[config.mk]
export PLATFORM = sky130hd
export DESIGN_NAME = ks_arbiter
export DESIGN_NICKNAME = d
export VERILOG_FILES = /design/src/rtl/ks_pkg.sv /design/src/rtl/ks_arbiter_rr_pick.sv /design/src/rtl/ks_arbiter.sv
export SDC_FILE = /design/constraint.sdc
export NUM_CORES = 1
export LEC_CHECK = 0
export ABC_AREA = 1
export CAP_MARGIN = 20
export CORE_MARGIN = 10
export CORE_UTILIZATION = 39
export CTS_BUF_LIST = sky130_fd_sc_hd__clkbuf_8
export DETAILED_ROUTE_END_ITERATION = 7
export GPL_TIMING_DRIVEN = 0
export PLACE_DENSITY = 0.79
export SKIP_LAST_GASP = 1
export SYNTH_ARGS = -nofsm -noshare
export SYNTH_HDL_FRONTEND = slang
export SYNTH_HIERARCHICAL = 1
export SYNTH_SLANG_ARGS = --single-unit
[constraint.sdc]
create_clock -name clk -period 2.3 [get_ports clk]
set_input_delay 0.46 -clock clk [delete_from_list [all_inputs] [get_ports clk]]
set_output_delay 0.46 -clock clk [all_outputs]
set_load 0.02 [all_outputs]
[src/rtl/ks_pkg.sv]
// ks_pkg: definitions shared by the keystream blocks and the arbiter.
//   KS_W           keystream word width
//   ks_arb_state_t arbiter FSM encoding (IDLE / ISSUE / GAP)
//   clog2()        ceiling log2, used for parameter-derived widths
package ks_pkg;

    localparam int KS_W = 128;

    typedef enum logic [1:0] {
        KS_ARB_IDLE  = 2'd0,
        KS_ARB_ISSUE = 2'd1,
        KS_ARB_GAP   = 2'd2
    } ks_arb_state_t;

    function automatic int clog2(input int value);
        int r;
        r = 0;
        while ((1 << r) < value) r++;
        return r;
    endfunction

endpackage

[src/rtl/ks_arbiter_rr_pick.sv]
// rr_pick: combinational round-robin select.
//   i_req  per-requester request bits
//   i_ptr  index holding highest priority this round
//   o_gnt  one-hot grant (first requester at or after i_ptr, wrapping)
//   o_idx  binary index of the granted requester
//   o_any  any request present
module rr_pick #(
    parameter int NUM_REQ = 4,
    parameter int IW      = ks_pkg::clog2(NUM_REQ)
) (
    input  logic [NUM_REQ-1:0] i_req,
    input  logic [IW-1:0]      i_ptr,
    output logic [NUM_REQ-1:0] o_gnt,
    output logic [IW-1:0]      o_idx,
    output logic               o_any
);

    logic [IW-1:0] w_j;

    always_comb begin
        o_gnt = '0;
        o_idx = '0;
        o_any = 1'b0;
        w_j   = '0;
        for (int i = 0; i < NUM_REQ; i++) begin
            w_j = IW'((int'(i_ptr) + i) % NUM_REQ);
            if (!o_any && i_req[w_j]) begin
                o_gnt[w_j] = 1'b1;
                o_idx      = w_j;
                o_any      = 1'b1;
            end
        end
    end

endmodule

[src/rtl/ks_arbiter.sv]
// ks_arbiter: shares one keystream source among NUM_REQ requesters.
// Round-robin with bounded bursts, one block outstanding, watchdog on the
// source response, late responses counted in drop_cnt and discarded.
//   clk, rst            clock, synchronous active-high reset
//   req                 per-requester level request
//   gnt                 one-hot grant, high while the block is outstanding
//   rsp_valid/rsp_err   one-cycle pulses on the granted bit
//   rsp_data            keystream word with rsp_valid, else 0
//   up_req              level request to the source
//   up_valid/up_data    source response
//   busy                FSM not idle
//   drop_cnt            saturating count of unsolicited up_valid pulses
module ks_arbiter
    import ks_pkg::*;
#(
    parameter int NUM_REQ   = 4,
    parameter int MAX_BURST = 4,
    parameter int TIMEOUT   = 256
) (
    input  logic               clk,
    input  logic               rst,
    input  logic [NUM_REQ-1:0] req,
    output logic [NUM_REQ-1:0] gnt,
    output logic [NUM_REQ-1:0] rsp_valid,
    output logic [NUM_REQ-1:0] rsp_err,
    output logic [KS_W-1:0]    rsp_data,
    output logic               up_req,
    input  logic               up_valid,
    input  logic [KS_W-1:0]    up_data,
    output logic               busy,
    output logic [15:0]        drop_cnt
);

    localparam int IW = clog2(NUM_REQ);
    localparam int BW = clog2(MAX_BURST + 1);
    localparam int WW = clog2(TIMEOUT);
    localparam logic [BW-1:0] BURST_MAX = BW'(MAX_BURST);
    localparam logic [WW-1:0] WD_LAST   = WW'(TIMEOUT - 1);
    localparam logic [IW-1:0] IDX_LAST  = IW'(NUM_REQ - 1);

    ks_arb_state_t      r_state, w_state_n;
    logic [IW-1:0]      r_ptr, w_ptr_n, r_last, w_last_n, w_win;
    logic [BW-1:0]      r_burst, w_burst_n;
    logic [WW-1:0]      r_wd, w_wd_n;
    logic [NUM_REQ-1:0] r_gnt, w_gnt_n;
    logic [NUM_REQ-1:0] r_rsp_valid, w_rsp_valid_n, r_rsp_err, w_rsp_err_n;
    logic [KS_W-1:0]    r_rsp_data, w_rsp_data_n;
    logic               r_up_req, r_busy;
    logic [15:0]        r_drop, w_drop_n, w_drop_inc;

    logic [NUM_REQ-1:0] w_pick_gnt;
    logic [IW-1:0]      w_pick_idx;
    logic               w_pick_any;

    rr_pick #(.NUM_REQ(NUM_REQ), .IW(IW)) u_pick (
        .i_req (req),
        .i_ptr (r_ptr),
        .o_gnt (w_pick_gnt),
        .o_idx (w_pick_idx),
        .o_any (w_pick_any)
    );

    assign w_drop_inc = (r_drop == 16'hFFFF) ? r_drop : r_drop + 16'd1;

    always_comb begin
        w_state_n     = r_state;
        w_ptr_n       = r_ptr;
        w_last_n      = r_last;
        w_burst_n     = r_burst;
        w_wd_n        = r_wd;
        w_gnt_n       = r_gnt;
        w_rsp_valid_n = '0;
        w_rsp_err_n   = '0;
        w_rsp_data_n  = '0;
        w_drop_n      = r_drop;
        w_win         = r_last;
        unique case (r_state)
            KS_ARB_IDLE: begin
                if (up_valid) w_drop_n = w_drop_inc;
                if (w_pick_any) begin
                    w_state_n = KS_ARB_ISSUE;
                    w_wd_n    = '0;
                    if (req[r_last] && r_burst < BURST_MAX) begin
                        w_win     = r_last;
                        w_burst_n = r_burst + 1'b1;
                    end else begin
                        // Round-robin winner equal to last winner means it is
                        // the sole requester: keep serving it, count pinned.
                        w_win     = w_pick_idx;
                        w_burst_n = (w_pick_idx == r_last) ? BURST_MAX : BW'(1);
                    end
                    w_last_n = w_win;
                    w_gnt_n  = '0;
                    w_gnt_n[w_win] = 1'b1;
                    w_ptr_n  = (w_win == IDX_LAST) ? '0 : w_win + 1'b1;
                end
            end
            KS_ARB_ISSUE: begin
                // up_valid takes precedence over a same-cycle timeout
                if (up_valid) begin
                    w_state_n     = KS_ARB_GAP;
                    w_rsp_valid_n = r_gnt;
                    w_rsp_data_n  = up_data;
                    w_gnt_n       = '0;
                end else if (r_wd == WD_LAST) begin
                    w_state_n   = KS_ARB_GAP;
                    w_rsp_err_n = r_gnt;
                    w_gnt_n     = '0;
                    w_burst_n   = BURST_MAX;
                end else begin
                    w_wd_n = r_wd + 1'b1;
                end
            end
            KS_ARB_GAP: begin
                // One dead cycle so a still-high source request is never
                // mistaken for a new one.
                w_state_n = KS_ARB_IDLE;
                if (up_valid) w_drop_n = w_drop_inc;
            end
            default: w_state_n = KS_ARB_IDLE;
        endcase
    end

    always_ff @(posedge clk) begin
        if (rst) r_state <= KS_ARB_IDLE;
        else     r_state <= w_state_n;
    end

    always_ff @(posedge clk) begin
        if (rst) begin
            r_ptr       <= '0;
            r_last      <= '0;
            r_burst     <= '0;
            r_wd        <= '0;
            r_gnt       <= '0;
            r_rsp_valid <= '0;
            r_rsp_err   <= '0;
            r_rsp_data  <= '0;
            r_up_req    <= 1'b0;
            r_busy      <= 1'b0;
            r_drop      <= '0;
        end else begin
            r_ptr       <= w_ptr_n;
            r_last      <= w_last_n;
            r_burst     <= w_burst_n;
            r_wd        <= w_wd_n;
            r_gnt       <= w_gnt_n;
            r_rsp_valid <= w_rsp_valid_n;
            r_rsp_err   <= w_rsp_err_n;
            r_rsp_data  <= w_rsp_data_n;
            r_up_req    <= (w_state_n == KS_ARB_ISSUE);
            r_busy      <= (w_state_n != KS_ARB_IDLE);
            r_drop      <= w_drop_n;
        end
    end

    assign gnt       = r_gnt;
    assign rsp_valid = r_rsp_valid;
    assign rsp_err   = r_rsp_err;
    assign rsp_data  = r_rsp_data;
    assign up_req    = r_up_req;
    assign busy      = r_busy;
    assign drop_cnt  = r_drop;

endmodule

Word-level counts from Yosys, hierarchy flattened
Cells that the tools add are included.

$add $sub $neg: 7. $lt $le $gt $ge: 8. Equal/unequal tests: 12. Multiplexer cells: 42. Bitwise gates (word level): 4. Reduce and logical (&&, ||, !) cells: 19.

Operator list (number): 2-to-1 mux 8 bit (3); 2-to-1 mux 2 bit (11); less-than comparator 2 x 3 -> 1 bit, second input constant (6); adder 16 x 1 -> 16 bit, second input constant (1); equality test 16 bit, second input constant (1); case mux 8 bit (2 select lines) (1); 2-to-1 mux 3 bit (5); 2-to-1 mux 4 bit (3); binary-select mux 1 bit (select 2 bit) (5); 2-to-1 mux 1 bit (10); adder 8 x 1 -> 8 bit, second input constant (1); equality test 8 bit, second input constant (1); case mux 4 bit (2 select lines) (1); AND reduction 4 bit (2); != test 2 bit, second input constant (3); case mux 3 bit (2 select lines) (1); AND reduction 3 bit (2); logical AND 1 bit (5); adder 2 x 1 -> 2 bit, second input constant (2); adder 2 bit, second input constant (2); equality test 2 x 1 -> 1 bit, second input constant (2); equality test 2 bit, second input constant (2); inverter 1 bit (4); case mux 2 bit (2 select lines) (1); other kinds (14) (17).

Register bits: 175. Input bits: 135. Output and inout port bits: 158. Word-level logic and storage cells: 104.

Longest topological paths before layout
Word-level depth: 21. Gate-level depth with buffers: 16. Depth with buffers taken out: 15.

Cells and area by module
The synthesis kept the hierarchy.

By module, submodules not included: ks_arbiter (instances 1, cells an instance 741, area each 5953.2 um^2, sequential area each 3503.4 um^2); rr_pick (instances 1, cells an instance 74, area each 440.4 um^2, sequential area each 0.0 um^2).

Worst setup path before layout
OpenSTA, ideal clock, no wires.

Path type: register to register. From: register r_ptr[0]. To: register r_ptr[0]. Setup time: 0.109 ns. Data arrival time: 2.166 ns. Data required time: 2.191 ns. Setup slack: 0.025 ns. Stages on the path, launching flop included: 15. Path buffers: 1. Clock period less this slack: 2.275 ns. Cells stage by stage: dfxtp_1 > inv_2 > ha_1 > inv_1 > nand2_1 > nand2_2 > nor2_4 > buf_6 > nand4_1 > nand2_1 > clkinv_1 > nor2_1 > nor2_1 > nand2_1 > inv_1.

Elaborated cells on any way between the ends: 32. Classes of those cells: 4 x add/sub; 1 x eq/ne; 20 x mux; 7 x reduce/logical.

RTL lines: start, declared (line ks_arbiter.sv:42) `logic [IW-1:0] r_ptr, w_ptr_n, r_last, w_last_n, w_win;`; start signal, assigned (line ks_arbiter.sv:143) `r_ptr <= w_ptr_n;`; parallel branches: the longest is 11 deep, another holds adder 2 x 1 -> 2 bit; 2-to-1 mux 1 bit * (line ks_arbiter_rr_pick.sv:27) `if (!o_any && i_req[w_j]) begin`; via w_pick_any (line ks_arbiter.sv:53) `logic w_pick_any;`; AND reduction 2 bit (no source line) *.

Mark *: on every way through the listed nets, which the timed path passes. The select of a mux whose other input is x is not followed. A chain may end at the register's enable or synchronous reset.

Final worst setup path
From: register r_ptr[0]. To: register r_burst[2].

Elaborated cells on any way between the ends: 32. Classes of those cells: 3 x add/sub; 2 x eq/ne; 20 x mux; 7 x reduce/logical.

RTL lines: parallel branches: the longest is 11 deep, another holds adder 2 x 1 -> 2 bit; 2-to-1 mux 1 bit * (line ks_arbiter_rr_pick.sv:27); via w_pick_any (line ks_arbiter.sv:53); != test 2 x 1 -> 1 bit (no source line) *; AND reduction 4 bit (no source line) *; end signal, assigned (line ks_arbiter.sv:145) `r_burst <= w_burst_n;`; end, declared (line ks_arbiter.sv:43) `logic [BW-1:0] r_burst, w_burst_n;`.

Marked as above.

==> flow_metrics.py <==
metrics = {
    "outcome": {
        "status": "finished clean",
    },
    "timing": {
        "grt_setup_unrepaired": "yes",
        "fmax_mhz": 458,
        "relSlewSlack_pct": 67.3,
        "finalCriticalPeriod_ps": 2180,
        "worstMarginPinSlew_ps": 491,
        "hold_slack_ps": 304,
        "final-setup-viol-count": 0,
        "fin_ws_ps": 116,
        "fin_crit_sh_pct": 94.9,
        "final_max_slew_viol_count": 0,
        "fin_skew_ps": 11.6,
        "hold_violations": 0,
    },
    "logic_synthesis": {
        "syn_area_mm2": 0.00623,
        "synth.avg_cell_area_um2": 7.87,
        "syn_nets": 934,
        "synthCells": 791,
        "ys_warn_count": 6,
    },
    "pwr": {
        "ir_drop_mv": 0.571,
        "powerDensity_mw_per_mm2": 825,
        "leakagePower_uw": 0.00450,
    },
    "critical_path": {
        "arrival_ps": 2520,
        "cp-end-kind": "flip-flop",
        "critPathLaunchType": "flip-flop",
        "crit_slowest_cell": "dfxtp_4",
        "crit_path_max_fanout": 8,
        "path_class": "reg -> reg",
        "required_ps": 2640,
        "cpMostUsedCell": "inv_1",
        "cp_cell_sequence": "inv_4, ha_4, inv_1, nand2_1, nand2_2, nor2_4, buf_6, nand4_1, nor2_2, nor2_1, nand2_1, a21oi_2, inv_1, a21oi_1, o21ai_0, inv_1",
        "max_stage_delay_ps": 400,
    },
    "placed_design": {
        "port_buffers": 291,
        "post-place-ws_ps": -405,
        "gp_congestion": 0.832,
        "dpl.cell_count": 1298,
        "placed_cell_area_mm2": 0.00941,
        "hpwlAfterDp_mm": 16.4,
    },
    "min_path": {
        "hold_class": "in -> reg",
    },
    "drt": {
        "drt-initial-drc-count": 251,
        "routed-via-count": 5759,
        "drc": 0,
        "avgRoutedWirePerCell_um": 15.2,
        "first_pass_iters": 6,
        "wirelength_mm": 20.3,
        "ant_nets": 0,
        "via_per_inst": 4.31,
    },
    "global_routing": {
        "grt_pass1_vias": 5713,
        "antenna_found_initial": 2,
        "gr-usage-all-layers_pct": 18.6,
        "grt_max_degree": 17,
        "overflow": 0,
        "grt_pass1_wl_mm": 31.5,
    },
    "clock_tree": {
        "numCtsBuffers": 17,
        "cts_tree": "done",
        "insertion_delay_ps": 440,
        "cts_root_buf": "clkbuf_8",
        "ctsHoldBuffers": 0,
        "path_clk_slew_ps": 80,
        "clock_tree.htree_level_count": 4,
        "cts_sinks": 175,
        "clockBufferDepth": 2,
    },
    "die": {
        "rows": 46,
        "core_area_mm2": 0.0158,
        "io_pins": 293,
        "die-area_mm2": 0.0214,
        "start_util_pct": 39.5,
        "die-width_um": 146,
        "dieHeight_um": 146,
    },
    "cells_and_area": {
        "syn2layout_area_growth_pct": 59.9,
        "regArea_mm2": 0.00351,
        "nets": 1247,
        "finalNonFillerCells": 1335,
        "final_layout_size_suffix_gt1_share_pct": 8.42,
        "stdcell_area_mm2": 0.00996,
        "post-route-util_pct": 63.2,
        "final_common_cell": "clkdlybuf4s50_1",
        "nFillCells": 1324,
        "multiInputGateArea_mm2": 0.00194,
        "final_cell_mix": "291 x clkdlybuf4s50_1, 182 x inv_1, 173 x dfxtp_1",
    },
    "job": {
        "max_cap_viol_count": 0,
    },
}
-- per-layer routing --
layer  vias to the layer above  routed length, µm  track usage, %
met5                         -                  0               0
met2                       233              10100            32.6
met4                         0                586            7.86
met3                        29               1670            7.57
met1                      2552               7920            19.2
li1                       2945                  -               -
-- path summary, 6_finish.rpt --
path              slack (ps)            to        from  cells after the start
setup / recovery         120    r_burst[2]    r_ptr[0]                     16
setup reg to reg         120    r_burst[2]    r_ptr[0]                     16
hold / removal           300  drop_cnt[15]         rst                      2
hold reg to reg          480    r_burst[1]  r_burst[1]                      2
-- state kept, by name (all words and copies together) (netlist names) --
register / cells
rsp_data: 128
drop_cnt: 16
r_wd: 8
gnt: 4
rsp_err: 4
rsp_valid: 4
r_burst: 3
r_last: 2
r_ptr: 2
r_state: 2
busy: 1
up_req: 1
-- critical path, delay by kind of cell (launching register included) --
kind                     cells  cell delay [ps]
AND/OR/NAND/NOR              7              810
buffers and inverters        5              410
flip-flops                   1              400
adder cells (fa/ha/maj)      1              290
AO/OA/AOI/OAI                3              180
-- layout make-up --
type                    count  area share (%)
flip-flops and latches    175            35.2
repair buffers            294            29.5
multi-input cells         405            19.4
inverters                 189            7.18
well taps                 216            2.71
clock buffers              18            2.49
clock inverters            14            2.24
plain buffers              22            1.19
diodes                      2          0.0502
-- power by group --
| part | total, µW | leakage (µW) | switching, µW | internal (µW) |
|---|---|---|---|---|
| Sequential | 3410 | 0.00142 | 149 | 3260 |
| Clock | 2470 | 0.000237 | 1120 | 1340 |
| Combinational | 2340 | 0.00284 | 1330 | 1000 |
| Total | 8220 | 0.00450 | 2610 | 5610 |
-- stage by stage --
stage	power (µW)	setup TNS (ps)
4_1_cts	8210	0
5_1_grt	8690	-90.6
3_3_place_gp	5600	-4990
2_1_floorplan	4780	0
6_report	8220	0
3_5_place_dp	5670	-5950
-- what timing repair did --
item,4_1_cts,5_1_grt
setup buffers,1,2
pin swaps,1,1
resized for setup,6,10
endpoints found under the setup margin,20,13
Power figures use the tool's default switching activity.
